## src/rtl/demux_buf.sv

```systemverilog
// demux_buf: 1-to-2 stream demultiplexer with a one-entry registered slot per destination.
// Optional per-port drain counters (cnt_1/cnt_2) are enabled with `define DEMUX_BUF_CNT_EN.
module demux_buf #(
  parameter int WIDTH = 32
) (
  input  logic             clk,
  input  logic             rst_n,
  input  logic             in_valid,
  output logic             in_ready,
  input  logic [WIDTH-1:0] in_data,
  input  logic             in_sel,
  input  logic             flush,
  output logic             out_valid_1,
  input  logic             out_ready_1,
  output logic [WIDTH-1:0] out_data_1,
  output logic             out_valid_2,
  input  logic             out_ready_2,
  output logic [WIDTH-1:0] out_data_2
`ifdef DEMUX_BUF_CNT_EN
  ,
  output logic [15:0]      cnt_1,
  output logic [15:0]      cnt_2
`endif
);

  logic             r_valid_1;
  logic             r_valid_2;
  logic [WIDTH-1:0] r_data_1;
  logic [WIDTH-1:0] r_data_2;

  logic w_drain_1;
  logic w_drain_2;
  logic w_free_1;
  logic w_free_2;
  logic w_accept;
  logic w_load_1;
  logic w_load_2;

  assign w_drain_1 = r_valid_1 & out_ready_1;
  assign w_drain_2 = r_valid_2 & out_ready_2;
  assign w_free_1  = ~r_valid_1 | w_drain_1;
  assign w_free_2  = ~r_valid_2 | w_drain_2;

  // Only the selected port's slot state gates acceptance, so a stalled
  // consumer never blocks traffic headed to the other port.
  assign in_ready = ~flush & (in_sel ? w_free_1 : w_free_2);
  assign w_accept = in_valid & in_ready;
  assign w_load_1 = w_accept & in_sel;
  assign w_load_2 = w_accept & ~in_sel;

  always_ff @(posedge clk or negedge rst_n) begin
    if (!rst_n) begin
      r_valid_1 <= 1'b0;
      r_data_1  <= '0;
    end else if (flush) begin
      r_valid_1 <= 1'b0;
    end else if (w_load_1) begin
      r_valid_1 <= 1'b1;
      r_data_1  <= in_data;
    end else if (w_drain_1) begin
      r_valid_1 <= 1'b0;
    end
  end

  always_ff @(posedge clk or negedge rst_n) begin
    if (!rst_n) begin
      r_valid_2 <= 1'b0;
      r_data_2  <= '0;
    end else if (flush) begin
      r_valid_2 <= 1'b0;
    end else if (w_load_2) begin
      r_valid_2 <= 1'b1;
      r_data_2  <= in_data;
    end else if (w_drain_2) begin
      r_valid_2 <= 1'b0;
    end
  end

  assign out_valid_1 = r_valid_1;
  assign out_data_1  = r_data_1;
  assign out_valid_2 = r_valid_2;
  assign out_data_2  = r_data_2;

`ifdef DEMUX_BUF_CNT_EN
  logic [15:0] r_cnt_1;
  logic [15:0] r_cnt_2;

  // Counters track completed transfers, including a drain in a flush cycle.
  always_ff @(posedge clk or negedge rst_n) begin
    if (!rst_n) begin
      r_cnt_1 <= '0;
      r_cnt_2 <= '0;
    end else begin
      if (w_drain_1) r_cnt_1 <= r_cnt_1 + 16'd1;
      if (w_drain_2) r_cnt_2 <= r_cnt_2 + 16'd1;
    end
  end

  assign cnt_1 = r_cnt_1;
  assign cnt_2 = r_cnt_2;
`endif

endmodule
```

## config.mk

```make
export PLATFORM = sky130hd
export DESIGN_NAME = demux_buf
export DESIGN_NICKNAME = d
export VERILOG_FILES = /design/src/rtl/demux_buf.sv
export SDC_FILE = /design/constraint.sdc
export NUM_CORES = 1
export LEC_CHECK = 0
export BUFFER_PORTS_ARGS = -buffer_cell sky130_fd_sc_hd__buf_2
export CORE_MARGIN = 5
export CORE_UTILIZATION = 51
export CTS_CLUSTER_DIAMETER = 100
export DETAILED_ROUTE_END_ITERATION = 6
export GPL_TIMING_DRIVEN = 0
export PLACE_DENSITY = 0.83
export SLEW_MARGIN = 20
export SYNTH_ARGS = -nofsm -noshare
export SYNTH_HDL_FRONTEND = slang
export SYNTH_SLANG_ARGS = --single-unit
```

## constraint.sdc

```tcl
create_clock -name clk -period 2 [get_ports clk]
set_input_delay 0.3 -clock clk [delete_from_list [all_inputs] [get_ports clk]]
set_output_delay 0.3 -clock clk [all_outputs]
set_load 0.1 [all_outputs]
```

======== Word-level counts from Yosys, hierarchy flattened ========
Cells that the tools add are included.
Widths: inputs -> output; s select.
cells by class
  divide/modulo/power cells ............... 0
  equal/unequal tests ..................... 0
  add/subtract/negate cells ............... 0
  shifts and indexed selects .............. 0
  $mul .................................... 0
  bitwise gates (word level) .............. 12
  magnitude comparators ................... 0
  reductions and logical operators ........ 4
  multiplexer cells ....................... 7
operator list
  operator           count
  $mux 1             7
  $and 1x1->1        6
  $reduce_bool 3->1  2
  $not 1->1          4
  $reduce_and 2->1   2
  $or 1x1->1         2
storage, ports and cells
  output and inout port bits .............. 67
  ROM bits ................................ 0
  memories kept ........................... 0
  latch bits .............................. 0
  register bits ........................... 66
  RAM bits ................................ 0

======== Logic depth before layout (Yosys ltp) ========
  word-level depth ........................ 8
  gate-level depth with buffers ........... 5

======== Least setup slack after synthesis ========
No wires, ideal clock.
  path kind ............................... reg2out
  start ................................... register r_valid_2 (netlist: out_valid_2)
  end ..................................... output in_ready
  cell stages (with the launch flop) ...... 4
  arrival time ............................ 2340 ps
  slack ................................... -640 ps
  required time ........................... 1700 ps
  buffers on the path ..................... 0
  path through ............................ dfrtp_1 > nand2b_1 > mux2i_1 > nor2_1
between the ends
  cells in the longest elaborated chain, start to end .. 4
RTL lines
  item                                             line    RTL
  start: declaration                               27      logic r_valid_2;
  start signal: assignment                         67      r_valid_2 <= 1'b0;
  start signal: assignment                         70      r_valid_2 <= 1'b0;
  start signal: assignment                         72      r_valid_2 <= 1'b1;
  $and 1x1->1 / $not 1->1 (equally long branches)  40, 42
  $or 1x1->1 (*)                                   42      assign w_free_2 = ~r_valid_2 | w_drain_2;
  $mux 1 (*)                                       46      assign in_ready = ~flush & (in_sel ? w_free_1 : w_free_2);
  $and 1x1->1 (*)                                  46
  end: declaration                                 9       output logic in_ready,
Mark *: on every way between the ends. The rest lies on a longest branch, timed or not.

======== Worst setup path after layout ========
Same ends and word-level chain as after synthesis.

==> impl_metrics.yaml <==
yosys:
  synth_xor_area_frac: 0
  synth_top_family_by_area: "multiplexers"
  yosysWarnings: 0
  syn-cell-area_mm2: 0.00266
  syn-num-nets: 185
  yosysUniqueCellTypes: 13
  yosysSeqAreaShare: 0.622
  ys_ff_latch: 66
  synthMuxAreaShare: 0.316
  syn_inst: 146
  synthSimpleGateAreaFrac: 0.0179
  yosysTopAreaCell: "dfrtp_1"
  synth_adder_area_share: 0
  synth_top_area_share: 0.622
  synth-compound-area-share: 0.00471
  yosys-top-cells-area: "dfrtp_1 62%, mux2_4 16%, mux2_2 15%, buf_12 2.3%, buf_6 1.7%"
  syn_area_per_cell_um2: 18.2
detailed_routing:
  post_drt_wl_per_cell_um: 15.9
  drt_pass1_iterations: 2
  vias_per_cell: 4.81
  num_vias: 1632
  drc_errors: 0
  ant_nets: 0
  drt-initial-drc-count: 42
  wl_um: 5380
cts:
  cts_tree: "built"
  root_buffer: "clkbuf_8"
  cts_buffers: 9
  clock-sinks: 66
  worstSkewPairLatency_ns: 0.32
  cts_setup_buffers: 0
  clock_path_buffers: 2
  clk_pin_slew_ns: 0.07
  cts_htree_levels: 3
run:
  drv_cap: 0
timing:
  max_freq_mhz: 567
  tightest_slew_ns: 0.499
  finalSetupViolCount: 0
  min_period_ns: 1.76
  whs_ns: 0.219
  hold_violations: 0
  fin_crit_sh: 0.882
  skew_ns: 0.00629
  slew_headroom: 0.670
  setup_tns_ns: 0
  rsz0062_at_grt: "no"
  timing.final.max_slew_violations: 0
power_and_ir_drop:
  pwr-share-clk: 0.209
  p_per_area_mw_per_mm2: 1630
  switching_power_mw: 2.89
  p_total_mw: 5.73
  combPwrFrac: 0.488
  power.share.sequential: 0.303
  power.leakage_nw: 1.76
  p_int_mw: 2.85
  ir_worst_vdd_mv: 1.11
  swShare: 0.503
global_routing:
  grt_pass1_wl_um: 8600
  antenna_found_initial: 0
  grt_overflow: 0
  grt_usage: 0.172
  grt_max_degree: 35
  grt_pass1_vias: 1749
layout:
  nFillCells: 362
  antenna_cells: 0
  regArea_mm2: 0.00165
  stdcell_area_mm2: 0.00352
  synthToLayoutAreaGrowth_pct: 32.6
  mostFrequentLayoutCell: "buf_2"
  final_util: 0.694
  most-common-layout-cells: "104 x buf_2, 66 x dfrtp_1, 35 x mux2_2, 29 x mux2_4, 10 x clkbuf_8"
  layout-drive-gt1-share: 0.717
  multi_input_area_um2: 907
  final_nets: 303
critical_path:
  criticalPathCategory: "flip-flop to output pin"
  cp_num_buf_inv: 1
  critical_path.startpoint: "out_valid_2$_DFFE_PN0P_"
  cp.required_ns: 1.70
  timing.rr.end: "out_data_1[24]$_DFFE_PN0P_"
  r2r_slack_ns: 0.59
  r2r_start: "out_valid_1$_DFFE_PN0P_"
  critical_path.endpoint: "in_ready"
  cp_max_fo: 3
  critical-path-top-delay-family: "buffers and inverters"
  start_kind: "flip-flop"
  cp-end-kind: "output pin"
  max_stage_delay_ns: 0.42
  crit_cells: 4
  cp_cell_sequence: "nand2b_1, mux2i_1, nor2_4, buf_2"
  cp_slowest_cell: "buf_2"
  worst_r2r_path_depth: 5
  worstPathArrival_ns: 1.46
floorplan:
  std_cell_rows: 26
  ios: 106
  initial_core_util: 0.523
  die_h_um: 82.2
  dieArea_mm2: 0.00675
  die_w_um: 82.2
  core-area_mm2: 0.00507
placement:
  dpl_cell_area_mm2: 0.00330
  gp_congestion: 0.698
  port_buffers: 105
  dp_hpwl_um: 3980
outcome:
  status: "finished, final reports clean"
min_path:
  worstHoldPathType: "input port to flip-flop"
-- layout make-up --
cell class,count,area share
plain buffers,7,0.0298
clock inverters,2,0.0171
repair buffers,107,0.158
well taps,70,0.0249
multi-input cells,73,0.258
flip-flops and latches,66,0.469
clock buffers,14,0.0433
-- cells by family after synthesis --
group / Yosys count
AOI/OAI and AO/OA: 2
and+or+nand+nor: 6
muxes: 65
DFF: 66
buffers and inverters: 7
-- synth_stat cells --
| library cell | n |
|---|---|
| buf_6 | 4 |
| and3_4 | 1 |
| nor2_1 | 1 |
| o21ai_0 | 1 |
| nand2b_1 | 2 |
| dfrtp_1 | 66 |
| mux2i_1 | 1 |
| mux2_4 | 29 |
| nor2b_2 | 1 |
| o21bai_1 | 1 |
| nand3b_2 | 1 |
| mux2_2 | 35 |
| buf_12 | 3 |
-- stage by stage --
step           cells  setup slack (ns)
2_1_floorplan    146            0.0280
3_5_place_dp     322             0.473
4_1_cts          339             0.207
6_report         339             0.236
5_1_grt          339             0.152
3_3_place_gp     321             0.406
-- layer usage --
layer	GRT usage	up-vias	part of all wire
met3	0.0607	7	0.087
met2	0.257	64	0.47
li1	-	750	-
met5	0	-	0
met4	0.0698	0	0.013
met1	0.229	811	0.43
-- worst register-to-register path: stages, from the launching register on --
cell and delay (ns):
dfrtp_1 0.38, nand2b_1 0.11, and3_4 0.19, buf_6 0.15, buf_12 0.16, mux2_4 0.31
-- timing repair --
item / 4_1_cts / 5_1_grt
hold endpoints to repair: 33 / 0
gates resized for setup: 0 / 0
setup endpoints to repair: 0 / 0
hold buffers: 1 / 0
-- worst min-delay path by stage --
stage | from | to | cells past startpoint
3_3_place_gp | out_data_2[15]$_DFFE_PN0P_ | out_data_2[15]$_DFFE_PN0P_ | 1
2_1_floorplan | rst_n | out_data_1[0]$_DFFE_PN0P_ | 0
6_report | in_data[26] | out_data_1[26]$_DFFE_PN0P_ | 2
4_1_cts | in_data[28] | out_data_1[28]$_DFFE_PN0P_ | 2
3_5_place_dp | rst_n | out_data_1[22]$_DFFE_PN0P_ | 1
5_1_grt | in_data[27] | out_data_1[27]$_DFFE_PN0P_ | 2
-- power by group through the flow --
stage	Sequential, mW	Clock (mW)	Combinational (mW)
floorplan	3.74	0	0.375
global placement	1.75	0	2.78
detailed placement	1.75	0	2.81
CTS	1.74	1.23	2.82
global route	1.77	1.29	2.87
finish	1.74	1.20	2.80
-- sequential cells by signal, indices dropped and copies added (netlist names) --
signal / count
out_data_1: 32
out_valid_1: 1
out_valid_2: 1
out_data_2: 32
Power figures use the tool's default switching activity.
